$ cat src/rtl/minmax_sequencer.sv
// Session-based signed min/max tracker with a saturating sample counter.
// A single strict less-than comparator is time-shared between the min
// update (CMP_MIN) and the max update (CMP_MAX).

module comparator_lt #(
  parameter int N = 32
) (
  input  logic signed [N-1:0] a,
  input  logic signed [N-1:0] b,
  output logic                out
);

  // Signed strict less-than: equal operands never report true
  assign out = (a < b);

endmodule

module minmax_sequencer #(
  parameter int N  = 32,
  parameter int CW = 8
) (
  input  logic                clk,
  input  logic                rst,
  input  logic                start,
  input  logic                in_valid,
  output logic                in_ready,
  input  logic signed [N-1:0] in_data,
  input  logic                in_last,
  output logic                busy,
  output logic                result_valid,
  input  logic                result_ready,
  output logic signed [N-1:0] min_out,
  output logic signed [N-1:0] max_out,
  output logic [CW-1:0]       count_out
);

  typedef enum logic [2:0] {
    S_IDLE    = 3'd0,
    S_WAIT    = 3'd1,
    S_CMP_MIN = 3'd2,
    S_CMP_MAX = 3'd3,
    S_DONE    = 3'd4
  } state_t;

  localparam logic [CW-1:0] CNT_MAX = '1;
  localparam logic [CW-1:0] CNT_ONE = CW'(1);

  state_t              r_state;
  state_t              w_state_nxt;
  logic signed [N-1:0] r_sample;
  logic signed [N-1:0] r_min;
  logic signed [N-1:0] r_max;
  logic                r_last;
  logic [CW-1:0]       r_count;

  logic                w_accept;
  logic                w_first;
  logic signed [N-1:0] w_cmp_a;
  logic signed [N-1:0] w_cmp_b;
  logic                w_lt;

  assign w_accept = in_valid & in_ready;
  // count is zero only before the first accepted sample of a session
  assign w_first  = (r_count == '0);

  // Route comparator operands: sample<min in CMP_MIN, max<sample in CMP_MAX
  always_comb begin
    w_cmp_a = r_sample;
    w_cmp_b = r_min;
    if (r_state == S_CMP_MAX) begin
      w_cmp_a = r_max;
      w_cmp_b = r_sample;
    end
  end

  comparator_lt #(.N(N)) u_cmp (
    .a   (w_cmp_a),
    .b   (w_cmp_b),
    .out (w_lt)
  );

  // State register
  always_ff @(posedge clk or posedge rst) begin
    if (rst) r_state <= S_IDLE;
    else     r_state <= w_state_nxt;
  end

  // Next-state logic
  always_comb begin
    w_state_nxt = r_state;
    case (r_state)
      S_IDLE:    if (start) w_state_nxt = S_WAIT;
      S_WAIT: begin
        if (w_accept) begin
          if (w_first) w_state_nxt = in_last ? S_DONE : S_WAIT;
          else         w_state_nxt = S_CMP_MIN;
        end
      end
      S_CMP_MIN: w_state_nxt = S_CMP_MAX;
      S_CMP_MAX: w_state_nxt = r_last ? S_DONE : S_WAIT;
      S_DONE:    if (result_ready) w_state_nxt = S_IDLE;
      default:   w_state_nxt = S_IDLE;
    endcase
  end

  // Handshake and status outputs decoded from the state
  always_comb begin
    in_ready     = (r_state == S_WAIT);
    busy         = (r_state != S_IDLE);
    result_valid = (r_state == S_DONE);
  end

  // Sample capture, min/max updates and saturating count
  always_ff @(posedge clk or posedge rst) begin
    if (rst) begin
      r_sample <= '0;
      r_last   <= 1'b0;
      r_min    <= '0;
      r_max    <= '0;
      r_count  <= '0;
    end else begin
      case (r_state)
        S_IDLE: if (start) r_count <= '0;
        S_WAIT: begin
          if (w_accept) begin
            r_sample <= in_data;
            r_last   <= in_last;
            if (w_first) begin
              r_min   <= in_data;
              r_max   <= in_data;
              r_count <= CNT_ONE;
            end
          end
        end
        S_CMP_MIN: if (w_lt) r_min <= r_sample;
        S_CMP_MAX: begin
          if (w_lt) r_max <= r_sample;
          if (r_count != CNT_MAX) r_count <= r_count + CNT_ONE;
        end
        default: ;
      endcase
    end
  end

  assign min_out   = r_min;
  assign max_out   = r_max;
  assign count_out = r_count;

endmodule

$ cat config.mk
export PLATFORM = sky130hd
export DESIGN_NAME = minmax_sequencer
export DESIGN_NICKNAME = d
export VERILOG_FILES = /design/src/rtl/minmax_sequencer.sv
export SDC_FILE = /design/constraint.sdc
export NUM_CORES = 1
export LEC_CHECK = 0
export ABC_CLOCK_PERIOD_IN_PS = 4800
export CORE_ASPECT_RATIO = 0.6
export CORE_UTILIZATION = 54
export CTS_CLUSTER_DIAMETER = 200
export CTS_CLUSTER_SIZE = 40
export DETAILED_ROUTE_END_ITERATION = 12
export PLACE_DENSITY = 0.91
export SETUP_SLACK_MARGIN = 0.15
export SYNTH_ARGS = -nofsm -noshare
export SYNTH_HDL_FRONTEND = slang
export SYNTH_HIERARCHICAL = 1
export SYNTH_SLANG_ARGS = --single-unit
export TNS_END_PERCENT = 1
$ cat constraint.sdc
create_clock -name clk -period 4.8 [get_ports clk]
set_input_delay 0.72 -clock clk [delete_from_list [all_inputs] [get_ports clk]]
set_output_delay 0.72 -clock clk [all_outputs]
set_load 0.01 [all_outputs]
# After elaboration in Yosys (flattened, before gate mapping)
# Index checks and enable logic that the tools add are counted.
totals:
  register_bits: 108
  inputBits: 38
  output_inout_bits: 75
  word_cells: 51
classes:
  add_sub_neg: 1
  magnitude_cmp: 1
  eq_ne: 12
  muxes: 19
  bitwise: 1
  reduce_logical: 11
op_table:
  columns: ["cell", "count"]
  rows:
  - ["2-to-1 mux 32 bit", 5]
  - ["case mux 32 bit (2 select lines)", 2]
  - ["< comparator 32 bit", 1]
  - ["2-to-1 mux 8 bit", 4]
  - ["case mux 8 bit (3 select lines)", 1]
  - ["2-to-1 mux 3 bit", 6]
  - ["case mux 3 bit (5 select lines)", 1]
  - ["!= test 2 x 1 -> 1 bit (second input constant)", 6]
  - ["adder 8 x 1 -> 8 bit (second input constant)", 1]
  - ["logical NOT 8 bit", 1]
  - ["!= test 8 bit (second input constant)", 1]
  - ["AND reduction 4 bit", 2]
  - ["== test 3 x 2 -> 1 bit (second input constant)", 2]
  - ["nonzero test 3 bit", 2]
  - ["AND reduction 5 bit", 1]
  - ["nonzero test 2 bit", 2]
  - ["== test 3 x 1 -> 1 bit (second input constant)", 1]
  - ["== test 3 bit (second input constant)", 1]
  - ["logical NOT 3 bit", 1]
  - ["AND reduction 3 bit", 1]
  - ["!= test 2 bit (second input constant)", 1]
  - ["AND reduction 2 bit", 1]
  - ["bitwise AND 1 bit", 1]

# Longest topological paths before layout
# Gate-level depths: netlist (run 1).
logic_depth:
  ltp_word: 5
  mapped_depth: 19
  ltp_nobuf: 14

# Modules after synthesis
# The synthesis (run 1) kept the hierarchy.
modules_own_cells:
  columns: ["mod", "instances", "cells_each", "area_each_um2", "seq_area_each_um2"]
  rows:
  - ["minmax_sequencer", 1, 639, 5572.8, 2702.6]
  - ["comparator_lt", 1, 108, 789.5, 0.0]

# Least setup slack after synthesis (run 1)
# No wires, ideal clock.
synth_timing:
  path_type: "reg-to-reg"
  start: "register r_state[0]"
  end: "register r_max[10], in the netlist max_out[10]"
  setup_ps: 118
  t_arrival_ps: 3728
  required_time_ps: 4682
  slack_ps: 954
  path_stages_with_launch: 20
  path_cell_list: "dfrtp_1 > clkbuf_1 > nand3b_1 > buf_2 > clkbuf_1 > buf_1 > nand2_1 > nand2_1 > inv_1 > ha_1 > a211oi_2 > nor2_1 > a211o_1 > a311oi_2 > o21ai_1 > mux2i_1 > a32oi_2 > clkbuf_1 > a21oi_1 > a21o_1"
synth_between:
  elab_chain_cells: 5
  elab_cells_between_ends: 12
synth_rtl:
  columns: ["item", "line_no", "source"]
  rows:
  - ["start, declared", "48", "state_t r_state;"]
  - ["start signal, assigned", "85", "else r_state <= w_state_nxt;"]
  - ["== test 3 x 2 -> 1 bit", "70", "if (r_state == S_CMP_MAX) begin"]
  - ["2-to-1 mux 32 bit", "70", null]
  - ["named net w_cmp_b[13]", "59", "logic signed [N-1:0] w_cmp_b;"]
  - ["< comparator 32 bit", "14", "assign out = (a < b);"]
  - ["named net w_lt", "60", "logic w_lt;"]
  - ["!= test 2 x 1 -> 1 bit (no line)", null, null]
  - ["AND reduction 4 bit (no line)", null, null]
  - ["end signal, assigned", "130", "r_max <= in_data;"]
  - ["end signal, assigned", "137", "if (w_lt) r_max <= r_sample;"]
  - ["end, declared", "52", "logic signed [N-1:0] r_max;"]
# The timed path passes the listed nets, and every way through them passes these cells.
# A chain may end at the register's enable or synchronous reset.

# Worst setup path after layout (run 1)
layout_timing:
  start: "register r_state[2]"
  end: "register r_min[17], in the netlist min_out[17]"
layout_between:
  elab_chain_cells: 5
  elab_cells_between_ends: 13
layout_rtl:
  columns: ["item", "line_no", "source"]
  rows:
  - ["== test 3 x 2 -> 1 bit", "70", null]
  - ["2-to-1 mux 32 bit", "70", null]
  - ["named net w_cmp_b[22]", "59", null]
  - ["< comparator 32 bit", "14", null]
  - ["named net w_lt", "60", null]
  - ["!= test 2 x 1 -> 1 bit (no line)", null, null]
  - ["AND reduction 4 bit (no line)", null, null]
  - ["end signal, assigned", "129", "r_min <= in_data;"]
  - ["end signal, assigned", "135", "S_CMP_MIN: if (w_lt) r_min <= r_sample;"]
  - ["end, declared", "51", "logic signed [N-1:0] r_min;"]
# The timed path passes the listed nets, and every way through them passes these cells.

==> results of run 1 <==
==> layout make-up <==
class	count	area, um^2	share of cell area [%]
Tap cell	160	200	2.49
Clock inverter	4	55.1	0.685
Timing Repair Buffer	129	1260	15.7
Inverter	35	134	1.67
Sequential cell	108	2700	33.6
Multi-Input combinational cell	562	3430	42.6
Clock buffer	12	256	3.19
==> routing by layer <==
layer	up-vias	global-route usage (%)	routed length (um)
met5	-	0	0
met4	0	6.06	189
met3	27	4.97	1390
met2	266	42.4	7340
met1	2791	42.9	8050
li1	2714	-	-
==> cell usage in the layout, fill, tap and decap left out, types with 2 or more instances in the layout <==
cell type        count
mux2_2              34
inv_6                2
o21a_1               3
nand2b_1             2
nand4_1              6
a211o_1              4
nand3_1              9
ha_1                33
clkdlybuf4s50_1    112
buf_4               16
clkbuf_8             2
a221o_1              2
nor3_1               5
nand2_1            265
mux2i_1             34
o21ai_0             38
a32oi_4              2
dfrtp_1            108
nand3b_1             2
nor2_1              11
clkbuf_16            9
a21o_1              34
a21oi_1             42
and3_1               5
nor2b_1              2
inv_1               34
a211oi_2             2
a31oi_1              6
==> logic make-up after synthesis <==
kind of cell / after synthesis / synth area share [%]
DFF: 108 / 42.5
adders and majority gates: 33 / 6.49
muxes: 69 / 11.5
buffers and inverters: 78 / 4.84
and+or+nand+nor: 317 / 20.6
AOI/OAI and AO/OA: 142 / 14.1
==> power by group <==
group | internal, uW | total, uW | switching (uW) | leakage, uW
clock | 438 | 783 | 346 | 0.000150
sequential | 1340 | 1790 | 450 | 0.00134
combinational | 1630 | 3440 | 1810 | 0.00246
total | 3410 | 6020 | 2610 | 0.00395
==> cells in the mapped netlist, drive strengths merged <==
cell,n
nand2,265
mux2,34
a211o,4
buf,18
nor3,5
a221o,2
a22o,1
ha,33
a32oi,3
o21a,3
nand2b,2
o32ai,1
nor3b,2
nor2,12
a21boi,1
a211oi,3
nor4b,1
inv,35
nand3,9
a21oi,42
or2,1
mux2i,35
or4b,1
nand4,6
and3b,1
nor2b,2
and2,1
a311oi,2
or3,1
a21o,34
a31oi,6
o21bai,1
o21ai,39
nor4bb,1
and3,5
nand3b,2
clkbuf,25
dfrtp,108
==> worst max-delay path, delay by kind of cell (launching register included) <==
kind / cells / cell delay [ns]
AOI/OAI and AO/OA: 6 / 0.87
buffers and inverters: 3 / 0.73
adders and majority gates: 1 / 0.31
muxes: 1 / 0.38
and+or+nand+nor: 5 / 1.42
DFF: 1 / 0.44
==> registers in the layout, summed over array words and instances (netlist names) <==
signal     cells
r_last         1
r_sample      32
min_out       32
max_out       32
count_out      8
r_state        3
==> stage by stage <==
stage	std cells	hold WS [ns]	power, uW	util [%]
global route	1010	0.537	6460	70.6
finish	1010	0.516	6020	70.6
floorplan	747	0.505	3820	-
CTS	1009	0.519	5910	70.5
detailed placement	993	0.492	5090	67.7
global placement	993	0.497	4960	67.7
==> how the worst max path moves through the flow <==
stage | depth (start not counted) | endpoint | start | slack, ns
finish | 16 | min_out[17] | r_state[2] | 0.51
global placement | 15 | min_out[15] | r_state[2] | 0.41
global route | 16 | min_out[13] | r_state[2] | 0.25
detailed placement | 15 | min_out[14] | r_state[2] | 0.25
CTS | 15 | min_out[14] | r_state[2] | 0.24
floorplan | 19 | max_out[10] | r_state[0] | 0.95
==> what timing repair did <==
item / CTS / global route
endpoints found under the hold margin: 0 / 0
setup endpoints to repair: 0 / 32
resized for setup: 0 / 2
buffers inserted: 0 / 0
==> metrics.cfg, run 1 <==
[status]
status=finished clean

[grt]
grt_pass1_vias=5366
grt-ovfl-total=0
grt_pass1_wl_mm=27.1
antenna_found_initial=0
track_usage_pct=28.3
grt_max_degree=59

[route]
firstDrtPassIters=5
drc_errors=0
drtIter0Drc=557
via_count=5798
ant_nets=0
viasPerCell=5.74
avgRoutedWirePerCell_um=16.8
routed_wl_mm=17.0

[cells_and_area]
layout-drive-gt1-share_pct=9.41
nets=916
final_area_um2=8040
nFillCells=854
syn2layout_area_growth_pct=26.3
diodes=0

[job]
maxCapViolations=0

[logic_synthesis]
ys_ff_latch=108
synth_fp_nets=818
synth_warnings=6
synth_cell_types=44
yosys.area.top_type=dfrtp_1
synth_top_area_share_pct=42.5
yosysSeqAreaShare_pct=42.5
syn_area_um2=6360
synth_area_leaders=dfrtp_1, nand2_1, ha_1, mux2_2, mux2i_1
syn_inst=747
syn_avg_cell_area_um2=8.52

[die]
io-pin-count=113
die-area_um2=12200
floorplan.initialDensity_pct=55.9
dieWidth_um=142
die_h_um=86.1
fp-row-count=30
core-area_um2=11400

[timing]
hold_viol=0
period_minus_slack_ns=4.29
slew_viol_final=0
rsz0062_at_grt=no
post-route-period-util_pct=89.3
fmax_ghz=0.233
fin_ws_ns=0.512
tns_ns=0
worst_slew_pin_slew_ns=1.32
final-setup-viol-count=0
clock_skew_ns=0.00783
slew_headroom_pct=12.2

[cts]
root_buffer=clkbuf_16
cts.sinks=108
cts_hold_buffers=0
clk_latency_ns=0.36
clk_pin_slew_ns=0.07
h-tree-depth=3
cts_buffer_depth=2
cts_buffers=9
cts_tree=built

[worst_setup_path]
reg2reg_to=min_out[17]
cp_slowest_cell=and3b_4
path_class=register to register
crit_fanout=33
crit_arrival_ns=4.52
ff2ff_setup_slack_ns=0.51
start_kind=register
cp_common_cell=nand2_1
cp-end-kind=register
max_stage_delay_ns=0.63
crit_chain=and3b_4, buf_4, nand2_1, nand2_1, inv_1, ha_1, a21oi_1, a21boi_1, o21bai_1, a31oi_1, or4b_1, mux2i_2, a32oi_4, buf_4, nand2_1, o21ai_0
cp.required_ns=5.03
r2r_start=r_state[2]
rr_worst_depth=16

[power_and_ir_drop]
vdd_drop_max_mv=0.362
p_leak_uw=0.00395
power.density_nw_per_um2=749

[worst_hold_path]
hold_path_end=max_out[26]
min_path_cells=1
min_path_type=register to register
worstHoldStart=max_out[26]

[place]
pre_cts_ws_ns=0.251
gp_congestion=0.855
io_buffers=112
dp_hpwl_mm=11.4
dpl_cell_area_um2=7700

(Power assumes the default switching activity.)
==> run 2: changes to the inputs <==
Settings changed: SLEW_MARGIN set to 20.
==> metrics.cfg, run 2 (same netlist as run 1, synthesis figures left out) <==
[cells_and_area]
final_common_cell=nand2_1
syn2layout_area_growth_pct=26.4  ; about the same
final_area_um2=8040  ; about the same
layout-drive-gt1-share_pct=9.29  ; -0.12 points
diodes=0  ; unchanged
nets=916  ; unchanged
nFillCells=850  ; -0.47%
layout_common_cells=nand2_1, clkdlybuf4s50_1, dfrtp_1

[cts]
clk_pin_slew_ns=0.07  ; about the same
cts_buffers=9  ; unchanged
cts_hold_buffers=0  ; unchanged
cts_setup_buffers=0  ; unchanged
cts.sinks=108  ; unchanged
cts_tree=built
ctsResizeCount=0  ; unchanged
root_buffer=clkbuf_16
clk_latency_ns=0.36  ; about the same
cts_buffer_depth=2  ; unchanged
h-tree-depth=3  ; unchanged

[timing]
period_minus_slack_ns=4.30  ; +0.0146 ns
slew_headroom_pct=32.2  ; +20 points
slew_viol_final=0  ; unchanged
fmax_ghz=0.232  ; -0.34%
post-route-period-util_pct=89.6  ; +0.30 points
clock_skew_ns=0.00637  ; -0.00146 ns
worst_slew_pin_slew_ns=1.01  ; -0.307 ns
final-setup-viol-count=0  ; unchanged
hold_viol=0  ; unchanged
rsz0062_at_grt=no
tns_ns=0  ; unchanged

[worst_setup_path]
startpoint=r_state[2]
ff2ff_setup_slack_ns=0.50  ; about the same
rr_worst_depth=17  ; +1
crit_chain=and3b_4, buf_4, nand2_1, nand2_1, inv_1, ha_1, a21oi_1, a21boi_1, o21bai_1, a31oi_1, or4b_1, mux2i_1, a32oi_4, buf_16, buf_4, nand2_1, o21ai_0
cp_common_cell=nand2_1
crit_arrival_ns=4.53  ; about the same
r2r_start=r_state[2]
reg2reg_to=min_out[17]
cp_slowest_cell=and3b_4
crit_buf_inv=4  ; +1
start_kind=register
max_stage_delay_ns=0.62  ; about the same
path_class=register to register
crit_cells=17  ; +1
crit_fanout=33  ; unchanged
cp.required_ns=5.03  ; about the same
crit_end=min_out[17]
cp-end-kind=register
cp_top_family=simple AND/OR/NAND/NOR gates

[die]
core-area_um2=11400  ; unchanged
floorplan.initialDensity_pct=55.9  ; unchanged
die_h_um=86.1  ; unchanged
die-area_um2=12200  ; unchanged
fp-row-count=30  ; unchanged
dieWidth_um=142  ; unchanged
io-pin-count=113  ; unchanged

[power_and_ir_drop]
p_leak_uw=0.00396  ; +0.28%
pwr-share-comb_pct=56.9  ; -0.3 points
power.density_nw_per_um2=743  ; -0.70%
power.switching_uw=2560  ; -1.7%
pwr-share-clk_pct=13.1  ; about the same
vdd_drop_max_mv=0.357  ; -1.5%
seqPwrFrac_pct=30.0  ; +0.2 points
internal_power_uw=3420  ; +0.22%
sw_frac_of_total_pct=42.9  ; -0.47 points

[place]
dpl_cell_area_um2=7700  ; unchanged
dp_hpwl_mm=11.4  ; unchanged
io_buffers=112  ; unchanged
gp_congestion=0.855  ; unchanged

[route]
avgRoutedWirePerCell_um=16.5  ; -2.0%
drtIter0Drc=493  ; -11%
viasPerCell=5.70  ; -0.66%
ant_nets=0  ; unchanged
via_count=5760  ; -0.66%
firstDrtPassIters=5  ; unchanged
routed_wl_mm=16.6  ; -2.0%
drc_errors=0  ; unchanged

[grt]
grt_pass1_vias=5366  ; unchanged
antenna_found_initial=0  ; unchanged
grt_max_degree=59  ; unchanged
grt-ovfl-total=0  ; unchanged
track_usage_pct=28.3  ; unchanged
grt_pass1_wl_mm=27.1  ; unchanged

[job]
maxCapViolations=0  ; unchanged

[worst_hold_path]
min_path_type=register to register

[status]
status=finished clean

## run 2: area by class of cell
type                            count  area [um^2]  share of cell area (%)
Clock buffer                       12          256                    3.19
Clock inverter                      4         55.1                   0.685
Inverter                           35          134                    1.66
Multi-Input combinational cell    561         3410                    42.3
Sequential cell                   108         2700                    33.6
Tap cell                          160          200                    2.49
Timing Repair Buffer              130         1290                    16.0
## run 2: worst reg2reg max path, cell delays in order, from the launching register on
cell      delay, ns
dfrtp_1        0.44
and3b_4        0.63
buf_4          0.32
nand2_1        0.11
nand2_1        0.07
inv_1          0.04
ha_1           0.31
a21oi_1        0.16
a21boi_1       0.08
o21bai_1       0.15
a31oi_1        0.09
or4b_1         0.50
mux2i_1        0.37
a32oi_4        0.22
buf_16         0.28
buf_4          0.21
nand2_1        0.09
o21ai_0        0.08
## run 2: worst min path at each step
stage          cells after the start  slack (ns)   startpoint          end
4_1_cts                            2        0.52  min_out[24]  min_out[24]
3_5_place_dp                       1        0.49  max_out[26]  max_out[26]
6_report                           2        0.51  min_out[24]  min_out[24]
3_3_place_gp                       2        0.50  min_out[14]  min_out[14]
5_1_grt                            1        0.54  max_out[10]  max_out[10]
2_1_floorplan                      1        0.50       r_last       r_last
## run 2: routing by layer
layer	vias up	share of wire, %	GRT usage, %
li1	2712	-	-
met1	2763	47	42.9
met2	266	43	42.4
met3	19	8.8	4.97
met4	0	0.92	6.06
met5	-	0	0
## run 2: power by group through the flow
stage	combinational [uW]	clock [uW]	sequential, uW
6_report	3400	783	1790
5_1_grt	3760	832	1850
4_1_cts	3350	788	1780
3_5_place_dp	3310	0	1790
3_3_place_gp	3180	0	1770
2_1_floorplan	2030	0	1780
## run 2: metrics by stage
stage          cells  worst slack (ns)  util, %  power [uW]  hold slack, ns
6_report        1010             0.498     70.7        5980           0.514
5_1_grt         1010             0.189     70.7        6440           0.537
3_3_place_gp     993             0.405     67.7        4960           0.497
3_5_place_dp     993             0.251     67.7        5090           0.492
2_1_floorplan    747             0.954        -        3820           0.505
4_1_cts         1009             0.238     70.5        5910           0.519
